--- config.mk ---
export PLATFORM = sky130hd
export DESIGN_NAME = des_iter_ctrl
export DESIGN_NICKNAME = d
export VERILOG_FILES = /design/src/rtl/des_iter_ctrl.sv
export SDC_FILE = /design/constraint.sdc
export NUM_CORES = 1
export LEC_CHECK = 0
export BUFFER_PORTS_ARGS = -buffer_cell sky130_fd_sc_hd__buf_2
export CORE_AREA = 8 8 443 445
export DETAILED_ROUTE_END_ITERATION = 7
export DIE_AREA = 0 0 451 453
export GPL_ROUTABILITY_DRIVEN = 0
export GPL_TIMING_DRIVEN = 0
export HOLD_SLACK_MARGIN = 0.03
export SLEW_MARGIN = 40
export SYNTH_ARGS = -nofsm -noshare
export SYNTH_HDL_FRONTEND = slang
export SYNTH_SLANG_ARGS = --single-unit
--- constraint.sdc ---
create_clock -name clk -period 3.6 [get_ports clk]
set_input_delay 0.72 -clock clk [delete_from_list [all_inputs] [get_ports clk]]
set_output_delay 0.72 -clock clk [all_outputs]
set_load 0.02 [all_outputs]
--- src/rtl/des_iter_ctrl.sv ---
// Iterative DES round sequencer: latches block/key/mode, runs 16 Feistel rounds
// (one per clock) through an external f-function and returns the permuted result.
module des_iter_ctrl #(
   parameter int unsigned DATA_WIDTH   = 64,
   parameter int unsigned KEY_WIDTH    = 64,
   parameter int unsigned SUBKEY_WIDTH = 48,
   parameter int unsigned ROUNDS       = 16
) (
   input  logic                                  clk,
   input  logic                                  rst_n,
   input  logic                                  in_valid,
   output logic                                  in_ready,
   input  logic [DATA_WIDTH-1:0]                 in_data,
   input  logic [KEY_WIDTH-1:0]                  in_key,
   input  logic                                  in_encrypt,
   output logic [KEY_WIDTH-1:0]                  ks_key,
   output logic                                  ks_encryption_en,
   input  logic [ROUNDS-1:0][SUBKEY_WIDTH-1:0]   ks_subkey,
   output logic [DATA_WIDTH/2-1:0]               f_r,
   output logic [SUBKEY_WIDTH-1:0]               f_subkey,
   input  logic [DATA_WIDTH/2-1:0]               f_out,
   output logic                                  out_valid,
   input  logic                                  out_ready,
   output logic [DATA_WIDTH-1:0]                 out_data,
   output logic                                  busy,
   output logic [$clog2(ROUNDS)-1:0]             round_idx
);

   localparam int unsigned HALF = DATA_WIDTH / 2;
   localparam int unsigned RW   = $clog2(ROUNDS);

   // FIPS 46-3 tables; entry i gives the 1-based source bit for output DES bit i+1
   localparam int unsigned IP_TAB [64] = '{
      58, 50, 42, 34, 26, 18, 10, 2,
      60, 52, 44, 36, 28, 20, 12, 4,
      62, 54, 46, 38, 30, 22, 14, 6,
      64, 56, 48, 40, 32, 24, 16, 8,
      57, 49, 41, 33, 25, 17,  9, 1,
      59, 51, 43, 35, 27, 19, 11, 3,
      61, 53, 45, 37, 29, 21, 13, 5,
      63, 55, 47, 39, 31, 23, 15, 7
   };

   localparam int unsigned FP_TAB [64] = '{
      40, 8, 48, 16, 56, 24, 64, 32,
      39, 7, 47, 15, 55, 23, 63, 31,
      38, 6, 46, 14, 54, 22, 62, 30,
      37, 5, 45, 13, 53, 21, 61, 29,
      36, 4, 44, 12, 52, 20, 60, 28,
      35, 3, 43, 11, 51, 19, 59, 27,
      34, 2, 42, 10, 50, 18, 58, 26,
      33, 1, 41,  9, 49, 17, 57, 25
   };

   typedef enum logic [1:0] {
      ST_IDLE  = 2'd0,
      ST_ROUND = 2'd1,
      ST_DONE  = 2'd2
   } state_e;

   // DES bit n lives at vector bit 64-n
   function automatic logic [DATA_WIDTH-1:0] apply_ip(input logic [DATA_WIDTH-1:0] din);
      logic [DATA_WIDTH-1:0] dout;
      dout = '0;
      for (int i = 0; i < 64; i++) begin
         dout[6'(63 - i)] = din[6'(64 - IP_TAB[6'(i)])];
      end
      return dout;
   endfunction

   function automatic logic [DATA_WIDTH-1:0] apply_fp(input logic [DATA_WIDTH-1:0] din);
      logic [DATA_WIDTH-1:0] dout;
      dout = '0;
      for (int i = 0; i < 64; i++) begin
         dout[6'(63 - i)] = din[6'(64 - FP_TAB[6'(i)])];
      end
      return dout;
   endfunction

   state_e                  state_q, state_d;
   logic [KEY_WIDTH-1:0]    key_q, key_d;
   logic                    mode_q, mode_d;
   logic [HALF-1:0]         l_q, l_d;
   logic [HALF-1:0]         r_q, r_d;
   logic [RW-1:0]           round_q, round_d;
   logic [DATA_WIDTH-1:0]   out_data_q, out_data_d;
   logic                    in_ready_q, in_ready_d;
   logic                    out_valid_q, out_valid_d;
   logic                    busy_q, busy_d;

   always_comb begin
      state_d    = state_q;
      key_d      = key_q;
      mode_d     = mode_q;
      l_d        = l_q;
      r_d        = r_q;
      round_d    = round_q;
      out_data_d = out_data_q;

      unique case (state_q)
         ST_IDLE: begin
            if (in_valid && in_ready_q) begin
               key_d      = in_key;
               mode_d     = in_encrypt;
               {l_d, r_d} = apply_ip(in_data);
               round_d    = '0;
               state_d    = ST_ROUND;
            end
         end
         ST_ROUND: begin
            l_d     = r_q;
            r_d     = l_q ^ f_out;
            round_d = round_q + RW'(1);
            // Final round skips the swap: pre-output is R16||L16
            if (round_q == RW'(ROUNDS - 1)) begin
               out_data_d = apply_fp({l_q ^ f_out, r_q});
               state_d    = ST_DONE;
            end
         end
         ST_DONE: begin
            if (out_ready) begin
               state_d = ST_IDLE;
            end
         end
         default: begin
            state_d = ST_IDLE;
         end
      endcase

      in_ready_d  = (state_d == ST_IDLE);
      out_valid_d = (state_d == ST_DONE);
      busy_d      = (state_d != ST_IDLE);
   end

   always_ff @(posedge clk or negedge rst_n) begin
      if (!rst_n) begin
         state_q     <= ST_IDLE;
         key_q       <= '0;
         mode_q      <= 1'b0;
         l_q         <= '0;
         r_q         <= '0;
         round_q     <= '0;
         out_data_q  <= '0;
         in_ready_q  <= 1'b0;
         out_valid_q <= 1'b0;
         busy_q      <= 1'b0;
      end else begin
         state_q     <= state_d;
         key_q       <= key_d;
         mode_q      <= mode_d;
         l_q         <= l_d;
         r_q         <= r_d;
         round_q     <= round_d;
         out_data_q  <= out_data_d;
         in_ready_q  <= in_ready_d;
         out_valid_q <= out_valid_d;
         busy_q      <= busy_d;
      end
   end

   assign in_ready         = in_ready_q;
   assign out_valid        = out_valid_q;
   assign busy             = busy_q;
   assign out_data         = out_data_q;
   assign round_idx        = round_q;
   assign ks_key           = key_q;
   assign ks_encryption_en = mode_q;
   assign f_r              = r_q;
   assign f_subkey         = ks_subkey[round_q];

endmodule
After elaboration in Yosys (flattened, before gate mapping):

Index checks and enable logic that the tools add are counted.

* word-level logic and storage cells: 35
* bits of input ports: 933
* register bits after elaboration: 138

* mux-type cells: 11
* eq/ne operators: 5
* reductions and logical operators: 7
* add/subtract/negate cells: 1
* magnitude comparators: 1
* bitwise gates (word level): 1

Operators by type and width (count)
* $bmux 48 s4: 1
* $mux 32: 2
* $pmux 32 s2: 1
* $mux 48: 1
* $xor 32x32->32: 1
* $pmux 4 s2: 1
* $mux 2: 3
* $pmux 2 s3: 1
* $lt 4x5->1 const B: 1
* $add 4x1->4 const B: 1
* $eq 2x2->1 const B: 2
* $eq 4x4->1 const B: 1
* $logic_not 2->1: 2
* $mux 4: 1
* $reduce_and 2->1: 2
* $reduce_bool 2->1: 2
* $eq 2x1->1 const B: 1
* $ne 2x2->1 const B: 1
* $logic_and 1x1->1: 1

Depth between registers and ports, before layout:

Gate-level depths: netlist of run 1.

* word-level depth: 4
* gate-level depth with buffers: 8
* mapped depth without buffers: 4

Least setup slack after synthesis of run 1:

OpenSTA, ideal clock, no wires.

* kind: register to output
* from: register round_q[1], in the netlist round_idx[1]
* to: output f_subkey[18]
* slack: 1090 ps
* required time: 2880 ps
* arrival: 1790 ps
* cell stages (with the launch flop): 7
* cells stage by stage: dfrtp_1 > buf_2 > buf_6 > clkbuf_1 > mux4_2 > a22oi_1 > nand2_1

* word-level cells in the longest chain between the ends: 2

Ends and longest elaborated chain
* start: declaration: RTL line 85 `logic [RW-1:0] round_q, round_d;`
* start signal: assignment: RTL line 153 `round_q <= round_d;`
* $bmux 48 s4: RTL line 169 `assign f_subkey = ks_subkey[round_q];`
* $mux 48 (not written as such): RTL line 169
* end: declaration: RTL line 20 `output logic [SUBKEY_WIDTH-1:0] f_subkey,`

Every way passes these cells. The select of a mux whose other input is x is not followed.

Worst setup path in the final report of run 1:

* from: register round_q[1], in the netlist round_idx[1]
* to: output f_subkey[15]

The elaborated chain is that of the path after synthesis.

==> flow_summary.json, run 1 <==
{
  "status": "completed",
  "grtUsageTotal_pct": 14.4,
  "r2r_start": "state_q[1]",
  "power_frac_clock_pct": 10.5,
  "ys_seq_elements": 138,
  "r2r_cells": 5,
  "synth_cell_types": 28,
  "fin_nets": 3197,
  "path_class": "flop to output port",
  "fmax_mhz": 286,
  "crit_top_cell": "buf_2",
  "start_kind": "flop",
  "core.rowCount": 160,
  "slew-limit-headroom_pct": 34.5,
  "first_iter_violations": 1696,
  "syn_inst": 1125,
  "numCtsBuffers": 17,
  "synthFlopType": "dfrtp_1",
  "drv_cap": 0,
  "p_leak_nw": 10.3,
  "grt_max_degree": 61,
  "die_area_sq_um": 204000,
  "fin_util_pct": 12.2,
  "setup_violations": 0,
  "synth_area_leaders": "dfrtp_1 28%, mux4_2 18%, mux2i_1 16%",
  "ys_seq_area_share_pct": 28.0,
  "core_area_sq_um": 189000,
  "cts_tree": "yes",
  "avgSynthCellArea_sq_um": 11.0,
  "grt.overflow.total": 0,
  "htreeDepth": 4,
  "ir_drop_uv": 414,
  "yosysTopAreaCell": "dfrtp_1",
  "seq_power_share_pct": 14.8,
  "first_global_vias": 16000,
  "dp_hpwl_um": 142000,
  "worstMarginPinSlew_ps": 983,
  "p_comb_share_pct": 74.7,
  "netlist_area_sq_um": 12300,
  "slowest_stage": "a221oi_1",
  "finalMaxSlewViolations": 0,
  "fin_crit_sh_pct": 97.2,
  "antenna_found_initial": 182,
  "clk_pin_slew_ps": 80,
  "whs_path_depth": 2,
  "r2r_slack_ps": 1150,
  "holdCritPathClass": "primary input to flop",
  "die_y_um": 453,
  "initial_utilization_pct": 6.53,
  "place_ws_ps": -166,
  "drc": 0,
  "fin_worst_skew_ps": 24.1,
  "wirelength_um": 156000,
  "areaGrowthSynthToFinish_pct": 87.3,
  "fin_crit_ps": 3500,
  "hold_end": "ks_key[57]",
  "io_buffers": 1020,
  "wl_per_cell_um": 32.1,
  "min_from": "in_key[57]",
  "timing.rr.end": "ks_key[59]",
  "cts.sinks": 138,
  "p_sw_w": 0.0104,
  "crit_fanout": 10,
  "slowest_delay_ps": 530,
  "synth-edff-count": 0,
  "ys_warn_count": 0,
  "end_kind": "output port",
  "clk_path_buf_depth": 2,
  "cp.required_ps": 2880,
  "antenna_left": 0,
  "worst_ep_arrival_time_ps": 2780,
  "yosysMostFrequentCell": "mux2i_1",
  "fp.dieW_um": 451,
  "worstPathCellList": "buf_12, and2_1, buf_6, buf_2, a221oi_1, o21ai_0, nand2_1, buf_2",
  "grt_pass1_wl_um": 187000,
  "num_vias": 16400,
  "power.density_nw_per_um2": 824,
  "clock_latency_ps": 510,
  "clock-root-buffer": "clkbuf_16",
  "drive_above_1_share_pct": 65.0,
  "finalHoldViolations": 0,
  "viasPerCell": 3.37,
  "ys_async_sr_fraction_pct": 100,
  "sw_frac_of_total_pct": 54.6,
  "layout_setup_ws_ps": 99.8,
  "p_int_w": 0.00864,
  "synth_top_area_share_pct": 28.0,
  "ios": 1149,
  "ys_top_cells_by_count": "192 x mux2i_1, 149 x nand2_1, 138 x dfrtp_1",
  "firstDrtPassIters": 6
}
==> kinds of logic after synthesis <==
family / Yosys count / synth area share (%)
fa+ha+maj: 1 / 0.101
compound gates: 266 / 16.1
xor+xnor: 32 / 2.27
other cells: 1 / 0.0304
buf+inv: 174 / 9.48
flops: 138 / 28.0
simple gates: 160 / 5.04
mux: 353 / 39.0
==> placed cells by master, fill, tap and decap left out, types with 3 or more instances in the layout <==
master,n
buf_2,1036
mux2i_1,154
nand2_1,148
dfrtp_1,136
o21ai_0,111
buf_4,99
mux4_2,96
diode_2,73
conb_1,64
mux2_2,59
a221oi_1,51
a22oi_1,47
xnor2_1,32
mux2i_4,30
a221oi_2,27
buf_6,20
clkbuf_1,19
buf_12,18
a221oi_4,18
clkbuf_16,17
clkbuf_2,13
o21ai_1,9
buf_16,8
mux2i_2,8
buf_8,6
mux2_1,6
inv_8,6
clkbuf_4,4
nor2_1,3
inv_6,3
==> power groups by stage <==
| stage | Sequential [W] | Clock (W) | Combinational (W) |
|---|---|---|---|
| after global placement | 0.00283 | 0 | 0.0132 |
| final | 0.00283 | 0.00200 | 0.0142 |
| after floorplan | 0.00349 | 0 | 0.00628 |
| after CTS | 0.00283 | 0.00210 | 0.0145 |
| after detailed placement | 0.00288 | 0 | 0.0135 |
| after global routing | 0.00292 | 0.00213 | 0.0150 |
==> stage by stage <==
step                setup TNS (ps)  hold slack (ps)  cell area, sq um  total power, W  cells
finish                           0              442             23100          0.0190   4860
floorplan                        0              424             12600         0.00978   1188
detailed placement           -1900              471             21200          0.0164   4730
CTS                              0              377             22900          0.0195   4783
global placement            -78750              465             20800          0.0160   4719
global route                 -20.7              403             23100          0.0201   4837
==> worst max path at each step <==
stage | slack (ps) | endpoint | startpoint
floorplan | 1090 | f_subkey[18] | round_idx[1]
global placement | -1080 | f_subkey[7] | round_idx[2]
detailed placement | -170 | f_subkey[21] | round_idx[0]
CTS | 2 | f_subkey[20] | round_idx[1]
global route | -20 | f_subkey[36] | round_idx[0]
finish | 100 | f_subkey[15] | round_idx[1]
==> timing repair <==
action | 4_1_cts | 5_1_grt
pin swaps | 9 | 0
gates resized for setup | 126 | 13
setup endpoints to repair | 48 | 22
hold endpoints to repair | 21 | 0
setup buffers | 20 | 5
hold buffers | 1 | 0
==> registers in the layout, summed over array words and instances (netlist names) <==
name and cells:
ks_key 64, f_r 32, l_q 32, round_idx 4, state_q 2, busy 1
in_ready 1, ks_encryption_en 1, out_valid 1
==> layout make-up <==
type / count / area, sq um
fillers: 21700 / 166000
clock buffers: 17 / 425
well taps: 2511 / 3140
plain buffers: 171 / 1410
clock inverters: 15 / 195
multi-input cells: 876 / 8680
inverters: 2 / 7.51
flip-flops and latches: 138 / 3460
repair buffers: 1057 / 5620
diodes: 73 / 183
==> routing by layer <==
layer | vias to the layer above | global-route usage (%) | wire (um)
met1 | 7918 | 14.1 | 50400
li1 | 6619 | - | -
met3 | 393 | 7.13 | 18300
met2 | 1355 | 26.6 | 80700
met5 | - | 0 | 623
met4 | 96 | 4.32 | 6080
==> worst max-delay path: cells and delay by family, from the launching register on <==
family / cells / cell delay (ps)
AND/OR/NAND/NOR: 2 / 320
buffers and inverters: 4 / 810
flip-flops: 1 / 410
AO/OA/AOI/OAI: 2 / 720
No activity file was read; power rests on OpenSTA's default activity.
==> inputs of run 2 (changes only) <==
GPL_TIMING_DRIVEN = 1   (was 0)
==> flow_summary.json, run 2 (same netlist as run 1, synthesis figures left out) <==
{
  "cp.buffers_inverters": 4,
  "holdCritPathClass": "primary input to asynchronous set/reset pin",
  "num_vias": 15600,
  "slew-limit-headroom_pct": 44.8,
  "cts_hold_buf": 0,
  "worst_ep_arrival_time_ps": 2880,
  "timing.rr.end": "ks_key[46]",
  "crit_fanout": 13,
  "setup_violations": 1,
  "worstPathCellList": "buf_12, buf_12, buf_16, mux2i_1, a221oi_1, a22oi_1, nand2_1, buf_2",
  "r2r_cells": 3,
  "power.density_nw_per_um2": 790,
  "slowest_delay_ps": 700,
  "antenna_left": 0,
  "finalHoldViolations": 0,
  "ir_drop_uv": 415,
  "rsz0062_at_grt": "yes",
  "mostFrequentLayoutCells": "1009 x buf_2, 172 x mux2i_1, 149 x nand2_1",
  "wl_per_cell_um": 28.4,
  "grt.overflow.total": 0,
  "drc": 0,
  "start_kind": "flop",
  "status": "finished, violations left",
  "crit_top_cell": "buf_12",
  "antenna_found_initial": 181,
  "io_buffers": 1020,
  "drv_cap": 0,
  "firstDrtPassIters": 7,
  "p_leak_nw": 9.73,
  "layout_setup_ws_ps": -3.57,
  "core_area_sq_um": 189000,
  "layout_commonest_cell": "buf_2",
  "setup_tns_ps": -3.57,
  "fin_nets": 3080,
  "fin_area_sq_um": 21800,
  "htreeDepth": 4,
  "dp_hpwl_um": 120000,
  "areaGrowthSynthToFinish_pct": 76.3,
  "cts.sinks": 138,
  "largest_reg_flops": 64,
  "fin_crit_sh_pct": 100,
  "drive_above_1_share_pct": 63.4,
  "core.rowCount": 160,
  "numCtsBuffers": 17,
  "violations": "setup timing",
  "r2r_slack_ps": 1590,
  "total_power_w": 0.0172,
  "viasPerCell": 3.30,
  "first_iter_violations": 1534,
  "end_kind": "output port",
  "die_area_sq_um": 204000,
  "worstMarginPinSlew_ps": 805,
  "fmax_mhz": 278,
  "fin_worst_skew_ps": 20.3,
  "ios": 1149,
  "crit_family": "multiplexers",
  "r2r_start": "state_q[1]",
  "grt_max_degree": 80,
  "finalMaxSlewViolations": 0,
  "clk_pin_slew_ps": 70,
  "clk_path_buf_depth": 2,
  "clock-root-buffer": "clkbuf_16",
  "placed_area_sq_um": 20600,
  "initial_utilization_pct": 6.53,
  "clock_latency_ps": 510,
  "grt_pass1_wl_um": 164000,
  "fp.dieW_um": 451,
  "wirelength_um": 134000,
  "fin_crit_ps": 3600,
  "cts_tree": "yes",
  "path_class": "flop to output port",
  "grtUsageTotal_pct": 12.3,
  "first_global_vias": 15400,
  "slowest_stage": "mux2i_1",
  "cp.required_ps": 2880,
  "die_y_um": 453
}
[run 2: cell count changes in the layout (fill, tap and decap cells not counted), moves of 18 or more]
| cell | delta |
|---|---|
| mux2i_1 | +18 |
| clkbuf_1 | -19 |
| diode_2 | -23 |
| buf_4 | -27 |
| buf_2 | -27 |
| mux2i_4 | -23 |
[run 2: routing by layer]
| metal | track usage (%) | share of wire, % |
|---|---|---|
| met5 | 0 | 0.39 |
| met4 | 3.21 | 3.2 |
| met3 | 5.36 | 12 |
| met2 | 22.6 | 51 |
| met1 | 12.9 | 33 |
[run 2: cell type report]
class                   count  area (sq um)
fillers                 21700        167000
well taps                2511          3140
flip-flops and latches    138          3470
inverters                   2          8.76
repair buffers           1111          6170
clock buffers              17           425
diodes                     50           125
clock inverters            15           174
multi-input cells         876          8250
[run 2: how the worst max path moves through the flow]
| stage | startpoint | end | slack [ps] | cells after the start |
|---|---|---|---|---|
| 2_1_floorplan | round_idx[1] | f_subkey[18] | 1090 | 6 |
| 3_3_place_gp | round_idx[0] | f_subkey[39] | 200 | 6 |
| 3_5_place_dp | round_idx[0] | f_subkey[0] | 200 | 7 |
| 4_1_cts | round_idx[0] | f_subkey[1] | -50 | 8 |
| 5_1_grt | round_idx[0] | f_subkey[38] | -60 | 9 |
| 6_report | round_idx[0] | f_subkey[37] | -4 | 8 |
[run 2: worst register-to-register path: stages, from the launching register on]
cell and delay (ps):
dfrtp_1 470, nor4bb_4 350, buf_4 570, mux2_2 490
[run 2: stage by stage]
step | cells | hold slack, ps | setup slack [ps] | util (%)
global route | 4693 | 55.8 | -60.8 | 11.5
CTS | 4668 | 253 | -55.0 | 11.3
finish | 4720 | 89.5 | -3.57 | 11.5
floorplan | 1188 | 424 | 1090 | -
detailed placement | 4628 | 473 | 201 | 10.9
global placement | 4628 | 466 | 199 | 10.9
[run 2: timing repair]
item,in CTS,in global routing
gates resized for setup,27,23
pin swaps,1,4
endpoints found under the setup margin,45,26
cloned,3,1
setup buffers,5,0
[run 2: power breakdown]
part           total [W]  switching, W  leakage, nW  internal, W
Clock            0.00192      0.000932        0.297     0.000991
Sequential       0.00285      0.000502         1.67      0.00235
Combinational     0.0124       0.00752         7.76      0.00490
==> inputs of run 3 (changes only) <==
CELL_PAD_IN_SITES_DETAIL_PLACEMENT = 0   (was not set)
CELL_PAD_IN_SITES_GLOBAL_PLACEMENT = 1   (was not set)
CORE_AREA = 8 8 436 438   (was 8 8 443 445)
DIE_AREA = 0 0 444 446   (was 0 0 451 453)
PLACE_DENSITY_LB_ADDON = 0.1   (was not set)
clock period = 4.39 ns   (was 3.6 ns; I/O delays follow)
==> flow_summary.json, run 3 (same netlist as run 1, synthesis figures left out) <==
{
  "status": "completed",
  "grt_max_degree": 100,
  "antenna_found_initial": 89,
  "first_global_vias": 15200,
  "start_kind": "flop",
  "num_vias": 13900,
  "slowest_delay_ps": 660,
  "ios": 1149,
  "setup_violations": 0,
  "path_class": "flop to output port",
  "clk_pin_slew_ps": 70,
  "grt_pass1_wl_um": 144000,
  "post-cts-setup-buffer-count": 0,
  "seq_power_share_pct": 18.5,
  "mostFrequentLayoutCells": "1019 x buf_2, 189 x mux2i_1, 149 x nand2_1",
  "htreeDepth": 4,
  "first_iter_violations": 704,
  "drive_above_1_share_pct": 61.3,
  "r2r_cells": 5,
  "wl_per_cell_um": 24.3,
  "rsz0062_at_grt": "no",
  "io_buffers": 1020,
  "cts.sinks": 138,
  "core_area_sq_um": 184000,
  "p_int_w": 0.00630,
  "finalHoldViolations": 0,
  "dp_hpwl_um": 95200,
  "crit_fanout": 21,
  "crit_top_cell": "buf_12",
  "r2r_slack_ps": 2280,
  "drc": 0,
  "initial_utilization_pct": 6.72,
  "fmax_mhz": 256,
  "antenna_left": 0,
  "power.density_nw_per_um2": 621,
  "ir_drop_uv": 390,
  "r2r_start": "round_idx[0]",
  "fin_crit_sh_pct": 88.9,
  "endpoint": "f_subkey[28]",
  "cts_tree": "yes",
  "critPathLaunch": "round_idx[0]",
  "drv_cap": 0,
  "cts_resized": 0,
  "worst_ep_arrival_time_ps": 3020,
  "core.rowCount": 158,
  "clock-root-buffer": "clkbuf_16",
  "grtUsageTotal_pct": 10.5,
  "power_frac_clock_pct": 11.5,
  "worstPathCellList": "buf_12, buf_12, mux2i_1, a221oi_1, buf_4, o21ai_0, nand2_1, buf_2",
  "fin_util_pct": 11.4,
  "p_leak_nw": 9.40,
  "fp.dieW_um": 444,
  "die_area_sq_um": 198000,
  "fin_worst_skew_ps": 11.1,
  "slew-limit-headroom_pct": 50.5,
  "clk_path_buf_depth": 2,
  "finalMaxSlewViolations": 0,
  "wirelength_um": 111000,
  "cp.required_ps": 3510,
  "largest_reg_flops": 64,
  "viasPerCell": 3.05,
  "numCtsBuffers": 17,
  "firstDrtPassIters": 5,
  "layout_commonest_cell": "buf_2",
  "holdCritPathClass": "primary input to asynchronous set/reset pin",
  "clock_latency_ps": 470,
  "cts_hold_buf": 0,
  "areaGrowthSynthToFinish_pct": 69.0,
  "grt.overflow.total": 0,
  "end_kind": "output port",
  "setup_tns_ps": 0,
  "p_comb_share_pct": 70.0,
  "worstMarginPinSlew_ps": 741,
  "sw_frac_of_total_pct": 51.4,
  "p_sw_w": 0.00666,
  "slowest_stage": "a221oi_1",
  "timing.rr.end": "state_q[0]",
  "die_y_um": 446,
  "fin_crit_ps": 3900,
  "fin_nets": 3042
}
[run 3: cell types whose count changed in the layout (fill, tap and decap cells not counted), sizes merged, moves of 3 or more]
cell	previous run	this run
clkinv	6	3
inv	10	7
clkinvlp	0	4
diode	50	41
clkbuf	23	19
buf	1103	1073
[run 3: power groups by stage]
stage	Combinational [W]	Clock (W)	Sequential, W
floorplan	0.00515	0	0.00286
global placement	0.00946	0	0.00241
detailed placement	0.00947	0	0.00242
CTS	0.00948	0.00162	0.00242
global route	0.00990	0.00165	0.00251
finish	0.00907	0.00150	0.00240
[run 3: area by class of cell]
| type | instances | area [sq um] |
|---|---|---|
| Tap cell | 2400 | 3000 |
| Clock inverter | 13 | 133 |
| Inverter | 2 | 8.76 |
| Antenna cell | 41 | 103 |
| Fill cell | 21300 | 163000 |
| Sequential cell | 138 | 3470 |
| Timing Repair Buffer | 1073 | 5700 |
| Multi-Input combinational cell | 876 | 8020 |
| Clock buffer | 19 | 443 |
[run 3: worst max-delay path, delay by kind of cell, from the launching register on]
kind / cells / cell delay, ps
buf+inv: 4 / 880
mux: 1 / 130
flops: 1 / 610
simple gates: 1 / 100
compound gates: 2 / 740
[run 3: metrics by stage]
stage | power [W] | std cells | instance area, sq um | hold WS (ps) | setup slack, ps
after floorplan | 0.00802 | 1188 | 12600 | 511 | 1720
after global placement | 0.0119 | 4489 | 20200 | 472 | 830
after detailed placement | 0.0119 | 4489 | 20200 | 471 | 832
after CTS | 0.0135 | 4521 | 20800 | 404 | 261
after global routing | 0.0141 | 4549 | 20800 | 444 | 160
final | 0.0130 | 4562 | 20900 | 418 | 489
[run 3: per-layer routing]
metal,share of wire [%],global-route usage [%]
met1,36,11.0
met4,2.6,3.78
met3,7.8,3.75
met5,0.22,0
met2,54,19.3
[run 3: worst min path at each step]
stage | startpoint | slack, ps | end | depth (start not counted)
6_report | rst_n | 420 | ks_key[20] | 1
5_1_grt | rst_n | 440 | ks_key[19] | 1
4_1_cts | rst_n | 400 | ks_key[19] | 1
3_5_place_dp | ks_key[62] | 470 | ks_key[62] | 1
3_3_place_gp | ks_key[62] | 470 | ks_key[62] | 1
2_1_floorplan | state_q[1] | 510 | out_valid | 2
